## config.mk

```make
export PLATFORM = sky130hd
export DESIGN_NAME = cpu_bus_fabric
export DESIGN_NICKNAME = d
export VERILOG_FILES = /design/src/rtl/cpu_bus_fabric.sv
export SDC_FILE = /design/constraint.sdc
export NUM_CORES = 1
export LEC_CHECK = 0
export BUFFER_PORTS_ARGS = -buffer_cell sky130_fd_sc_hd__buf_2
export CORE_MARGIN = 5
export CORE_UTILIZATION = 32
export DETAILED_ROUTE_END_ITERATION = 16
export PLACE_DENSITY = 0.73
export SLEW_MARGIN = 20
export SYNTH_ARGS = -nofsm -noshare
export SYNTH_HDL_FRONTEND = slang
export SYNTH_SLANG_ARGS = --single-unit
export TNS_END_PERCENT = 30
```

## constraint.sdc

```tcl
create_clock -name clk -period 1.73 [get_ports clk]
set_clock_uncertainty 0.15 [all_clocks]
set_input_delay 0.346 -clock clk [delete_from_list [all_inputs] [get_ports clk]]
set_output_delay 0.346 -clock clk [all_outputs]
set_load 0.005 [all_outputs]
```

## src/rtl/cpu_bus_fabric.sv

```systemverilog
// CPU bus fabric: address decode, wait-state and timeout stall control,
// registered read-data mux and a small IRQ/error control register block.
module cpu_bus_fabric #(
    parameter int unsigned          NSLV     = 8,
    parameter int unsigned          AW       = 16,
    parameter int unsigned          DW       = 8,
    parameter logic [NSLV*AW-1:0]   SLV_BASE = '0,
    parameter logic [NSLV*AW-1:0]   SLV_MASK = '0,
    parameter logic [NSLV*3-1:0]    SLV_WAIT = '0,
    parameter logic [AW-1:0]        CTL_BASE = AW'(16'hF700),
    parameter logic [AW-1:0]        CTL_MASK = AW'(16'hFFFC),
    parameter logic [7:0]           TO_CYC   = 8'd255,
    parameter logic [DW-1:0]        DEF_DATA = DW'(8'hFF)
) (
    input  logic                clk,
    input  logic                reset,
    input  logic [AW-1:0]       cpu_ab,
    input  logic                cpu_we,
    input  logic [DW-1:0]       cpu_do,
    output logic [DW-1:0]       cpu_di,
    output logic                cpu_rdy,
    output logic                cpu_irq,
    output logic [NSLV-1:0]     slv_sel,
    input  logic [NSLV-1:0]     slv_rdy,
    input  logic [NSLV*DW-1:0]  slv_do,
    input  logic [NSLV-1:0]     slv_irq
);

    localparam int unsigned IW = (NSLV > 1) ? $clog2(NSLV) : 1;

    logic            ctl_hit;
    logic            hit;
    logic [IW-1:0]   hit_idx;
    logic            unmapped;
    logic [2:0]      wait_n;
    logic            raw_rdy;
    logic            timeout;
    logic [2:0]      ws_nxt;
    logic            ctl_wr;
    logic [1:0]      err_nxt;
    logic [1:0]      err_clr;
    logic [DW-1:0]   ctl_data;

    logic            rdy_q;
    logic [2:0]      ws_cnt;
    logic [7:0]      to_cnt;
    logic [IW-1:0]   sel_idx;
    logic            sel_ctl;
    logic            sel_unm;
    logic [1:0]      sel_reg;
    logic [NSLV-1:0] irq_mask;
    logic [1:0]      err;
    logic [IW-1:0]   err_idx;

    // Address decode: control region wins, then the lowest matching slot.
    always_comb begin
        hit     = 1'b0;
        hit_idx = '0;
        ctl_hit = ((cpu_ab & CTL_MASK) == CTL_BASE);
        for (int i = int'(NSLV) - 1; i >= 0; i--) begin
            if ((cpu_ab & SLV_MASK[i*AW +: AW]) == SLV_BASE[i*AW +: AW]) begin
                hit     = 1'b1;
                hit_idx = IW'(i);
            end
        end
        if (ctl_hit) begin
            hit = 1'b0;
        end
        unmapped = !ctl_hit && !hit;
        slv_sel  = hit ? (NSLV'(1'b1) << hit_idx) : '0;
        wait_n   = SLV_WAIT[32'(hit_idx)*3 +: 3];
    end

    // Stall control: a fresh access to a wait-state slot stalls WAIT cycles
    // before the slave's own ready is honoured; timeout overrides everything.
    always_comb begin
        raw_rdy = 1'b1;
        ws_nxt  = ws_cnt;
        if (hit) begin
            if (wait_n == 3'd0) begin
                raw_rdy = slv_rdy[hit_idx];
            end else if (rdy_q) begin
                raw_rdy = 1'b0;
                ws_nxt  = wait_n - 3'd1;
            end else if (ws_cnt != 3'd0) begin
                raw_rdy = 1'b0;
                ws_nxt  = ws_cnt - 3'd1;
            end else begin
                raw_rdy = slv_rdy[hit_idx];
            end
        end
        timeout = !raw_rdy && (to_cnt == (TO_CYC - 8'd1));
        cpu_rdy = raw_rdy || timeout;
        if (cpu_rdy) begin
            ws_nxt = '0;
        end
    end

    // Error register: write-1-clear loses to a coincident set of the same bit.
    always_comb begin
        ctl_wr  = ctl_hit && cpu_we;
        err_clr = (ctl_wr && (cpu_ab[1:0] == 2'd2)) ? cpu_do[1:0] : 2'b00;
        err_nxt = (err & ~err_clr) | {timeout, unmapped};
    end

    always_ff @(posedge clk or posedge reset) begin
        if (reset) begin
            rdy_q    <= 1'b1;
            ws_cnt   <= '0;
            to_cnt   <= '0;
            sel_idx  <= '0;
            sel_ctl  <= 1'b0;
            sel_unm  <= 1'b1;
            sel_reg  <= '0;
            irq_mask <= '1;
            err      <= '0;
            err_idx  <= '0;
        end else begin
            rdy_q  <= cpu_rdy;
            ws_cnt <= ws_nxt;
            to_cnt <= cpu_rdy ? 8'd0 : (to_cnt + 8'd1);
            if (cpu_rdy) begin
                sel_idx <= hit_idx;
                sel_ctl <= ctl_hit;
                sel_unm <= unmapped;
                sel_reg <= cpu_ab[1:0];
            end
            if (ctl_wr && (cpu_ab[1:0] == 2'd0)) begin
                irq_mask <= cpu_do[NSLV-1:0];
            end
            err <= err_nxt;
            if (timeout) begin
                err_idx <= hit_idx;
            end
        end
    end

    // Read data follows the select captured on the last ready cycle.
    always_comb begin
        case (sel_reg)
            2'd0:    ctl_data = DW'(irq_mask);
            2'd1:    ctl_data = DW'(slv_irq & irq_mask);
            2'd2:    ctl_data = DW'(err);
            default: ctl_data = DW'(err_idx);
        endcase
        if (sel_ctl) begin
            cpu_di = ctl_data;
        end else if (sel_unm) begin
            cpu_di = DEF_DATA;
        end else begin
            cpu_di = slv_do[32'(sel_idx)*DW +: DW];
        end
    end

    assign cpu_irq = |(slv_irq & irq_mask);

endmodule

```

* Word-level counts from Yosys, hierarchy flattened
Index checks and enable logic that the tools add are counted.
** Word-level totals
- Register bits after elaboration :: 22
- Input port bits :: 107
- Output and inout port bits :: 18
** Operators by class
- Mux-type cells :: 7
- Equality and inequality tests :: 5
- Reduce and logical (&&, ||, !) cells :: 9
- Add/sub/neg operators :: 1
- Bitwise operators :: 4
** Operators with widths (count)
- 2-to-1 mux 8 bit :: 3
- case mux 8 bit (3 select lines) :: 1
- equality test 14 bit (second input constant) :: 1
- adder 8 x 1 -> 8 bit (second input constant) :: 1
- bitwise AND 8 bit :: 1
- equality test 8 bit (second input constant) :: 1
- OR reduction 8 bit :: 1
- equality test 2 bit (second input constant) :: 2
- logical AND 1 bit :: 4
- zero test 2 bit :: 2
- bitwise AND 2 bit :: 1
- equality test 2 x 1 -> 1 bit (second input constant) :: 1
- 2-to-1 mux 1 bit :: 2
- 2-to-1 mux 2 bit :: 1
- inverter 2 bit :: 1
- bitwise OR 2 bit :: 1
- zero test 1 bit :: 1
- logical OR 1 bit :: 1

* Logic depth before layout (Yosys ltp)
Gate-level depths: netlist of run 1.
- Depth after elaboration :: 7
- Depth in mapped cells :: 7
- Gate-level depth less buffers :: 6

* Least setup slack after synthesis of run 1
OpenSTA, ideal clock, no wires.
- Kind :: in2out
- Start point :: input cpu_ab[13]
- End point :: output cpu_rdy
- Slack :: -0.134 ns
- Path buffers :: 1
- Data required time :: 1.234 ns
- Cell stages on the path :: 4
- Arrival :: 1.368 ns
- Path through :: and4b_1 -> and4_2 -> or3_1 -> clkbuf_1
** Between the ends
- Longest elaborated chain between the ends :: 5
** Ends and longest elaborated chain
- start, declared :: RTL line 17 : input logic [AW-1:0] cpu_ab,
- equality test 14 bit * :: RTL line 59 : ctl_hit = ((cpu_ab & CTL_MASK) == CTL_BASE);
- 2-to-1 mux 1 bit * :: RTL line 79 : if (hit) begin
- zero test 1 bit :: RTL line 92 : timeout = !raw_rdy && (to_cnt == (TO_CYC - 8'd1));
- logical AND 1 bit :: RTL line 92
- logical OR 1 bit * :: RTL line 93 : cpu_rdy = raw_rdy || timeout;
- end, declared :: RTL line 21 : output logic cpu_rdy,
Every way passes the cells marked *; elsewhere a longest branch is shown, timed or not.

* Worst setup path after layout of run 1
- Start point :: register to_cnt[1]
- End point :: output cpu_rdy
** Between the ends
- Longest elaborated chain between the ends :: 3
** Ends and longest elaborated chain
- start, declared :: RTL line 46 : logic [7:0] to_cnt;
- start signal, assigned :: RTL line 121 : to_cnt <= cpu_rdy ? 8'd0 : (to_cnt + 8'd1);
- equality test 8 bit :: RTL line 92
- logical AND 1 bit :: RTL line 92
- logical OR 1 bit :: RTL line 93
Every way passes these cells.

==> impl_summary.txt, run 1 <==
----------------------------------------------------
[Finish]
  Layout cell share with drive strength beyond 1 ... 0.587
  Leading cell type in the layout, fill and taps excluded ... buf_2
  Antenna cells ... 0
  Total number of nets in the final design ... roughly 320
  Registers with the most flip-flops ... irq_mask x8, to_cnt x8
  Non-Filler Instances ... 254
  Synthesis-to-finish area growth ... 56.8%
  Commonest non-fill, non-tap cells in the layout ... buf_2, nor2_1, buf_4, buf_6, dfrtp_1

[Clock network]
  Root buffer selected by CTS ... clkbuf_8
  Clock latency on the worst-skew pair ... 0.27 ns
  Clock Tree Buf Depth ... 2
  Number of sinks driven by the clock tree ... 22
  Clock tree from TritonCTS ... done
  Clock Pin Slew Worst Setup and Hold Paths ... 0.09 ns
  CTS Buf Count ... 3
  Number of H-tree levels ... 1

[Yosys]
  Count of flip-flops with a built-in enable after synthesis ... 0
  Post-Syn Area ... 1240 um^2
  Most used flip-flop cell after synthesis ... dfrtp_1
  Async set-or-reset flop fraction in the synthesized netlist ... 1.00
  Top cell type's share of synthesized area ... 0.263
  Average instance area after synthesis ... slightly below 10 um^2
  Cell taking the most area after synthesis ... dfrtp_1
  Cell types occupying the most area after synthesis ... dfrtp_1, dfstp_2, mux2_2
  Simple-gate share of the synthesized area ... 0.193
  Post-synthesis instance total ... 125
  Post-synthesis xor/xnor area fraction ... 0.0425
  Dominant combinational cell family by area after synthesis ... simple AND/OR/NAND/NOR gates
  Sequential area share after synthesis ... 0.454
  Yosys warning count ... 0
  Fraction of synthesized area in multiplexers ... 0.0911
  Number of storage elements in the synthesis netlist ... 22
  Library cells used by synthesis ... 33
  Synth Area in Compound Gates ... 0.122
  Post-synthesis share of cell area spent on full adders, half adders and majority gates ... 0.0202

[Timing]
  Number of pins exceeding their max-slew limit in the final report ... 0
  Number of hold violations in the final report ... 0
  Min Clock Period, post-route ... 1.92 ns
  Post-Route Hold Slack ... 0.148 ns
  Setup repair after global routing missed its margin ... true
  Final period utilization ... 1.11
  Crit path setup slack, layout ... -0.193 ns
  Final number of setup-violating endpoints ... 9
  Max Fclk ... just over 500 MHz

[Worst setup path]
  Depth of the worst register-to-register path ... 10
  Crit-path max cell delay ... 0.38 ns
  Critical-path cell with the highest stage delay ... dfrtp_1
  Critical path required time ... 1.23 ns
  Startpoint Class ... register
  Setup slack of the worst register-to-register path ... -0.03 ns
  Kind of end point of the critical path ... output pin
  Endpoint of the worst register-to-register path ... err[1]
  CP Launch Point ... to_cnt[1]
  Startpoint of the worst-slack reg-to-reg timing path ... to_cnt[1]
  Startpoint-to-endpoint class of the critical path ... register to output pin
  Data arrival time of the critical path ... roughly 1.4 ns
  Critical path, cell by cell ... ha_2 -> nand3_2 -> nor2_4 -> or3_4 -> buf_6
  Top fanout value on the critical path ... 2

[Floorplanning]
  Floorplan row count ... 22
  Number of top-level design ports ... 125
  Die Y ... 72.2 um
  DIE WIDTH ... about 72 um
  Initial core utilization ... 0.335
  Die Area ... 5210 um^2
  Core region area ... 3690 um^2

[Global routing]
  Total gr overflow ... 0
  Vias in the first global route ... 1214
  Global-route wire length before repair ... approximately 5400 um
  Initial antenna violation count ... 0
  GRT Total Usage ... 0.131
  Pin count of the biggest net entering global routing ... 23

[Worst hold path]
  Hold crit path type ... input port to register
  Endpoint with the worst hold slack ... irq_mask[2]
  Hold Path Depth ... 2
  Critical hold path startpoint ... cpu_do[2]

[Route]
  Vias per Instance ... 4.64
  Routed WL per cell ... 13.2 um
  Post-route antenna net violation count ... 0
  Number of search-and-repair iterations in the first detailed-routing pass ... 4
  # DRC ... 0
  Initial drt markers ... 37
  Total Wirelength ... approximately 3300 um
  Via Count ... 1179

[Power and ir drop]
  Standby leakage power ... 0.912 nW
  Total power after layout ... 0.00122 W
  Worst supply voltage drop on vdd ... 0.456 mV
  Total power divided by cell area ... 632 nW/um^2

[Placed design]
  Half-perimeter wire length of the detailed placement result ... 2460 um
  Number of instances in the placed design ... 236
  Total of buffers placed on input and output ports ... 54
  Routability congestion estimate ... 0.841

[Run status]
  Failing checks ... setup timing
  Result of the run ... finished, violations left

[Run]
  Max-cap violations ... 0

----------------------------------------------------
timing repair:
action,4_1_cts,5_1_grt
setup buffers,11,3
pin swaps,14,10
resized for setup,14,19
setup endpoints to repair,10,30
hold endpoints to repair,13,0
hold buffers,1,0
worst max-delay path by stage:
| stage | end | slack [ns] | cells past startpoint |
|---|---|---|---|
| finish | cpu_rdy | -0.19 | 5 |
| global route | cpu_rdy | -0.24 | 6 |
| CTS | cpu_rdy | -0.24 | 5 |
| detailed placement | irq_mask[6] | -0.27 | 7 |
| global placement | irq_mask[6] | -0.24 | 7 |
| floorplan | irq_mask[0] | -0.11 | 5 |
stage by stage:
step / instance area, um^2 / util / setup TNS [ns] / setup WS (ns)
after floorplan: 1270 / - / -0.992 / -0.112
after global placement: 1640 / 0.444 / -3.11 / -0.240
after detailed placement: 1640 / 0.444 / -3.52 / -0.274
after CTS: 1840 / 0.498 / -0.759 / -0.239
after global routing: 1940 / 0.525 / -1.39 / -0.240
final: 1940 / 0.525 / -0.442 / -0.193
cells by family after synthesis:
group / after synthesis
AND/OR/NAND/NOR: 45
AO/OA/AOI/OAI: 22
flip-flops: 22
buffers and inverters: 17
multiplexers: 10
XOR/XNOR: 6
adder cells (fa/ha/maj): 2
other: 1
synthesized netlist by cell type (3+ instances only):
master     n
a21oi_1    7
a22oi_1    4
buf_4      7
dfrtp_1   13
dfstp_2    9
inv_1      7
mux2_2    10
nand2_1    3
nand2b_1   3
nand3_1    5
nand4_1    3
nor2_1    21
o211ai_1   5
xnor2_1    4
worst max-delay path, delay by kind of cell (launching register included):
| family | cells | cell delay [ns] |
|---|---|---|
| adders and majority gates | 1 | 0.19 |
| and+or+nand+nor | 3 | 0.46 |
| DFF | 1 | 0.38 |
| buffers and inverters | 1 | 0.13 |
metal layers:
metal  part of all wire  vias up  global-route usage
li1                   -      590                   -
met2               0.50       38               0.236
met1               0.40      548               0.151
met5                  0        -                   0
met4             0.0075        0              0.0292
met3              0.089        3              0.0388
power breakdown:
part / switching, W / total (W) / internal [W]
Combinational: 0.0000881 / 0.000196 / 0.000108
Sequential: 0.00000970 / 0.000536 / 0.000526
Clock: 0.000183 / 0.000493 / 0.000310
final cells by class:
class,instances,area [um^2]
inverters,8,32.5
multi-input cells,92,672
clock buffers,3,41.3
clock inverters,1,30.0
fillers,350,1750
well taps,48,60.1
repair buffers,80,539
flip-flops and latches,22,563
No activity file was read; power rests on OpenSTA's default activity.
==> run 2: changes to the inputs <==
GPL_TIMING_DRIVEN = 0   (was unset)
PLACE_DENSITY = unset   (was 0.73)
PLACE_DENSITY_LB_ADDON = 0.05   (was unset)
==> impl_summary.txt, run 2 (synthesis results as in run 1) <==
----------------------------------------------------
[Run status]
  Result of the run ... finished, violations left
  Failing checks ... setup timing

[Global routing]
  GRT Total Usage ... 0.123 (-0.00800)
  Initial antenna violation count ... 0 (unchanged)
  Total gr overflow ... 0 (unchanged)
  Global-route wire length before repair ... 5130 um (-5.2%)
  Vias in the first global route ... 1221 (+0.58%)
  Pin count of the biggest net entering global routing ... 23 (unchanged)

[Worst setup path]
  Critical-path cell with the highest stage delay ... dfrtp_1
  Startpoint-to-endpoint class of the critical path ... register to output pin
  Critical path required time ... 1.23 ns (about the same)
  Crit-path max cell delay ... 0.39 ns (about the same)
  Startpoint Class ... register
  Dominant delay contributor by cell family on the critical path ... simple AND/OR/NAND/NOR gates
  CP Launch Point ... to_cnt[1]
  Total buffers and inverters traversed by the critical path ... 1 (unchanged)
  Data arrival time of the critical path ... 1.40 ns (-0.03 ns)
  Critical path, cell by cell ... ha_2 -> nand3_2 -> nor2_2 -> or3_4 -> buf_6
  Kind of end point of the critical path ... output pin
  Startpoint of the worst-slack reg-to-reg timing path ... to_cnt[1]
  Top fanout value on the critical path ... 2 (unchanged)
  Setup slack of the worst register-to-register path ... -0.01 ns (+0.02 ns)

[Finish]
  Layout filler cell count ... 362 (+3.4%)
  Layout cell share with drive strength beyond 1 ... 0.554 (-0.0335)
  Total number of nets in the final design ... 305 (-3.5%)
  Antenna cells ... 0 (unchanged)
  Leading cell type in the layout, fill and taps excluded ... buf_2
  Commonest non-fill, non-tap cells in the layout ... buf_2, nor2_1, buf_4, dfrtp_1, dfstp_2
  Registers with the most flip-flops ... irq_mask x8, to_cnt x8
  Synthesis-to-finish area growth ... 46.4%

[Floorplanning]
  Die Area ... 5210 um^2 (unchanged)
  DIE WIDTH ... 72.2 um (unchanged)
  Initial core utilization ... 0.335 (unchanged)
  Floorplan row count ... 22 (unchanged)
  Core region area ... 3690 um^2 (unchanged)
  Number of top-level design ports ... 125 (unchanged)
  Die Y ... 72.2 um (unchanged)

[Power and ir drop]
  Total power divided by cell area ... 653 nW/um^2 (+3.4%)
  Standby leakage power ... 0.845 nW (-7.3%)
  Worst supply voltage drop on vdd ... 0.367 mV (-19%)
  Total power after layout ... 0.00118 W (-3.5%)

[Placed design]
  Half-perimeter wire length of the detailed placement result ... 2460 um (-0.35%)
  Total of buffers placed on input and output ports ... 54 (unchanged)
  Routability congestion estimate ... 0.860 (+2.3%)

[Timing]
  Final period utilization ... 1.09 (-0.0177)
  Number of hold violations in the final report ... 0 (unchanged)
  Worst Max-Slew Pin Slew ... 0.837 ns
  Setup repair after global routing missed its margin ... true
  Slew margin rel. ... 0.441
  Min Clock Period, post-route ... 1.89 ns (-0.0306 ns)
  Final number of setup-violating endpoints ... 5 (-4)
  Sum of negative setup slack ... -0.238 ns (+0.204 ns)
  Crit path setup slack, layout ... -0.163 ns (+0.0306 ns)
  Number of pins exceeding their max-slew limit in the final report ... 0 (unchanged)
  Post-Route Hold Slack ... 0.0967 ns (-0.0514 ns)
  Max Fclk ... 528 MHz (+1.6%)

[Route]
  # DRC ... 0 (unchanged)
  Number of search-and-repair iterations in the first detailed-routing pass ... 4 (unchanged)
  Post-route antenna net violation count ... 0 (unchanged)
  Initial drt markers ... 51 (+38%)
  Routed WL per cell ... 12.9 um (-1.8%)
  Vias per Instance ... 4.73 (+1.9%)
  Via Count ... 1149 (-2.5%)
  Total Wirelength ... 3150 um (-6.1%)

[Run]
  Max-cap violations ... 0 (unchanged)

[Clock network]
  Clock tree from TritonCTS ... done
  CTS Buf Count ... 3 (unchanged)
  Clock Pin Slew Worst Setup and Hold Paths ... 0.08 ns (about the same)
  Clock Tree Buf Depth ... 2 (unchanged)
  Root buffer selected by CTS ... clkbuf_8
  Clock latency on the worst-skew pair ... 0.26 ns (about the same)
  Number of H-tree levels ... 1 (unchanged)
  Total of hold buffers inserted after clock tree synthesis ... 0 (-1)
  Number of sinks driven by the clock tree ... 22 (unchanged)

[Worst hold path]
  Hold crit path type ... input port to async pin

----------------------------------------------------
## run 2: cell count changes in the layout (fill, tap and decap cells not counted), moves of 3 or more
cell / before / now
mux2_4: 0 / 8
mux2_2: 10 / 2
nor2_1: 16 / 19
buf_6: 13 / 3
## run 2: worst register-to-register path, stage by stage (launching register included)
cell,delay (ns)
dfrtp_1,0.39
ha_2,0.18
nand3_2,0.06
nor2_2,0.04
or3_4,0.34
buf_4,0.19
mux2_2,0.28
## run 2: final cells by class
type / count / area (um^2) / share of cell area
plain buffers: 7 / 52.6 / 0.0290
clock buffers: 3 / 41.3 / 0.0228
repair buffers: 62 / 359 / 0.198
clock inverters: 1 / 30.0 / 0.0166
well taps: 48 / 60.1 / 0.0332
flip-flops and latches: 22 / 564 / 0.312
inverters: 8 / 32.5 / 0.0180
multi-input cells: 92 / 669 / 0.370
## run 2: per-layer routing
metal | track usage | wire length, um
met1 | 0.140 | 1290
met2 | 0.219 | 1470
met3 | 0.0319 | 367
met4 | 0.0438 | 17
met5 | 0 | 0
## run 2: per-stage QoR
step | utilization | cells | worst slack [ns] | instance area (um^2)
after detailed placement | 0.433 | 233 | -0.417 | 1600
after CTS | 0.473 | 242 | -0.236 | 1740
after global placement | 0.433 | 233 | -0.399 | 1600
after floorplan | - | 131 | -0.112 | 1270
after global routing | 0.491 | 243 | -0.247 | 1810
final | 0.491 | 243 | -0.163 | 1810
## run 2: worst paths after layout
check / cells past startpoint / to
setup reg to reg: 6 / sel_reg[1]
hold reg to reg: 1 / err[1]
min in group clk: 2 / irq_mask[4]
setup / recovery: 5 / cpu_rdy
hold / removal: 2 / sel_ctl
max in group asynchronous: 2 / sel_reg[0]
## run 2: timing repair
action,in CTS,in global routing
resized for setup,14,12
pin swaps,10,9
endpoints found under the hold margin,0,0
buffers inserted,7,1
setup endpoints to repair,17,20
## run 2: where the power goes
group	total, W	switching [W]	internal (W)
combinational	0.000171	0.0000765	0.0000946
clock	0.000473	0.000164	0.000309
sequential	0.000538	0.0000119	0.000526
==> run 3: changes to the inputs <==
CORE_UTILIZATION = 35   (was 32)
clock period = 2 ns   (was 1.73 ns; I/O delays follow)
==> impl_summary.txt, run 3 (synthesis results as in run 1) <==
----------------------------------------------------
[Worst setup path]
  Critical-path cell with the highest stage delay ... dfrtp_1
  Setup slack of the worst register-to-register path ... 0.28 ns (+0.29 ns)
  Data arrival time of the critical path ... 1.48 ns (+0.08 ns)
  Crit-path max cell delay ... 0.40 ns (about the same)
  Kind of end point of the critical path ... output pin
  Endpoint of the worst register-to-register path ... sel_reg[0]
  Startpoint of the worst-slack reg-to-reg timing path ... to_cnt[1]
  Critical path required time ... 1.45 ns (+0.22 ns)
  Startpoint-to-endpoint class of the critical path ... register to output pin
  Startpoint Class ... register
  Critical path, cell by cell ... ha_2 -> nand3_2 -> nor2_2 -> or3_4 -> buf_6
  Top fanout value on the critical path ... 3 (+1)
  Depth of the worst register-to-register path ... 6 (unchanged)

[Finish]
  Register area ... 566 um^2 (+0.22%)
  Registers with the most flip-flops ... irq_mask x8, to_cnt x8
  Area taken by multi-input logic gates ... 632 um^2 (-5.6%)
  Antenna cells ... 0 (unchanged)
  Commonest non-fill, non-tap cells in the layout ... buf_2, nor2_1, buf_4, mux2_2, dfrtp_1
  Layout cell share with drive strength beyond 1 ... 0.534 (-0.0198)
  Synthesis-to-finish area growth ... 36.1%
  Layout filler cell count ... 326 (-9.9%)
  Total number of nets in the final design ... 301 (-1.3%)
  Leading cell type in the layout, fill and taps excluded ... buf_2
  Non-Filler Instances ... 237 (-2.5%)

[Timing]
  Number of pins exceeding their max-slew limit in the final report ... 0 (unchanged)
  Crit path setup slack, layout ... -0.0294 ns (+0.133 ns)
  Slew margin rel. ... 0.461 (+0.0197)
  Min Clock Period, post-route ... 2.03 ns
  Setup repair after global routing missed its margin ... true
  Post-Route Hold Slack ... 0.0743 ns (-0.0224 ns)
  Final number of setup-violating endpoints ... 1 (-4)
  Max Fclk ... 493 MHz
  Number of hold violations in the final report ... 0 (unchanged)
  Worst Max-Slew Pin Slew ... 0.808 ns (-0.0295 ns)
  Final period utilization ... 1.01

[Placed design]
  Setup Slack @ Placement ... -0.427 ns (-0.0105 ns)
  Routability congestion estimate ... 0.787 (-8.6%)
  Half-perimeter wire length of the detailed placement result ... 2440 um (-0.83%)
  Number of instances in the placed design ... 231 (-0.86%)
  Total of buffers placed on input and output ports ... 54 (unchanged)

[Global routing]
  Global-route wire length before repair ... 5410 um (+5.5%)
  Vias in the first global route ... 1190 (-2.5%)
  GRT Total Usage ... 0.133 (+0.0102)
  Total gr overflow ... 0 (unchanged)
  Initial antenna violation count ... 0 (unchanged)
  Pin count of the biggest net entering global routing ... 23 (unchanged)

[Floorplanning]
  Die Y ... 69.4 um (-3.8%)
  Die Area ... 4820 um^2 (-7.4%)
  DIE WIDTH ... 69.4 um (-3.8%)
  Number of top-level design ports ... 125 (unchanged)
  Core region area ... 3390 um^2 (-8.1%)
  Initial core utilization ... 0.365 (+0.0296)
  Floorplan row count ... 21 (-4.5%)

[Power and ir drop]
  Standby leakage power ... 0.795 nW (-5.9%)
  Total power divided by cell area ... 507 nW/um^2 (-22%)
  Worst supply voltage drop on vdd ... 0.240 mV (-35%)

[Route]
  Post-route antenna net violation count ... 0 (unchanged)
  Via Count ... 1124 (-2.2%)
  Vias per Instance ... 4.74 (+0.30%)
  Routed WL per cell ... 12.9 um (-0.50%)
  Total Wirelength ... 3050 um (-3.0%)
  Number of search-and-repair iterations in the first detailed-routing pass ... 4 (unchanged)
  Initial drt markers ... 34 (-33%)
  # DRC ... 0 (unchanged)

[Clock network]
  Clock tree from TritonCTS ... done
  Clock Tree Buf Depth ... 2 (unchanged)
  Clock latency on the worst-skew pair ... 0.30 ns (+0.04 ns)
  Root buffer selected by CTS ... clkbuf_4
  CTS Buf Count ... 3 (unchanged)
  Number of sinks driven by the clock tree ... 22 (unchanged)
  Clock Pin Slew Worst Setup and Hold Paths ... 0.13 ns (+0.05 ns)
  Number of H-tree levels ... 1 (unchanged)

[Run status]
  Result of the run ... finished, violations left
  Failing checks ... setup timing

[Worst hold path]
  Hold crit path type ... input port to async pin

[Run]
  Max-cap violations ... 0 (unchanged)

----------------------------------------------------
run 3: area by class of cell:
cell class                      instances  share of cell area
Multi-Input combinational cell         92               0.375
Sequential cell                        22               0.336
Timing Repair Buffer                   58               0.182
Tap cell                               46              0.0342
Buffer                                  7              0.0312
Clock buffer                            4              0.0216
Inverter                                8              0.0193
run 3: worst max path at each step:
stage	startpoint	to	slack, ns	cells past startpoint
3_5_place_dp	cpu_ab[5]	cpu_rdy	-0.43	6
5_1_grt	to_cnt[1]	cpu_rdy	-0.11	5
4_1_cts	to_cnt[0]	cpu_rdy	-0.19	7
3_3_place_gp	cpu_ab[5]	cpu_rdy	-0.38	6
2_1_floorplan	cpu_ab[13]	cpu_rdy	0.03	4
6_report	to_cnt[1]	cpu_rdy	-0.03	5
run 3: through the flow:
stage / setup TNS, ns / util / total power (W) / instance area, um^2
after detailed placement: -2.77 / 0.468 / 0.000599 / 1590
after CTS: -0.199 / 0.498 / 0.000857 / 1690
final: -0.0294 / 0.496 / 0.000853 / 1680
after global routing: -0.173 / 0.496 / 0.000901 / 1680
after floorplan: 0 / - / 0.000532 / 1260
after global placement: -1.66 / 0.468 / 0.000596 / 1590
run 3: layer usage:
metal  vias to the layer above  share of wire  wire [um]  global-route usage
met5                         -              0          0                   0
met4                         0         0.0062         19              0.0390
met3                         2          0.098        298              0.0449
met2                        46           0.44       1350               0.214
met1                       518           0.45       1380               0.168
li1                        558              -          -                   -
run 3: report_power, final:
group | leakage, nW | switching (W) | internal [W]
logic | 0.511 | 0.0000639 | 0.0000759
registers | 0.264 | 0.0000112 | 0.000456
clock network | 0.0210 | 0.000135 | 0.000111
total | 0.795 | 0.000210 | 0.000643
run 3: critical path: cells and delay by family (launching register included):
kind	cells	cell delay (ns)
buffers and inverters	1	0.13
AND/OR/NAND/NOR	3	0.45
flip-flops	1	0.40
adder cells (fa/ha/maj)	1	0.19
run 3: timing repair:
action                     in CTS  in global routing
setup buffers                   4                  0
setup endpoints to repair       9                  5
gates resized for setup        12                  5
pin swaps                       2                  2
hold endpoints to repair        0                  0
gates cloned                    0                  0
hold buffers                    0                  0
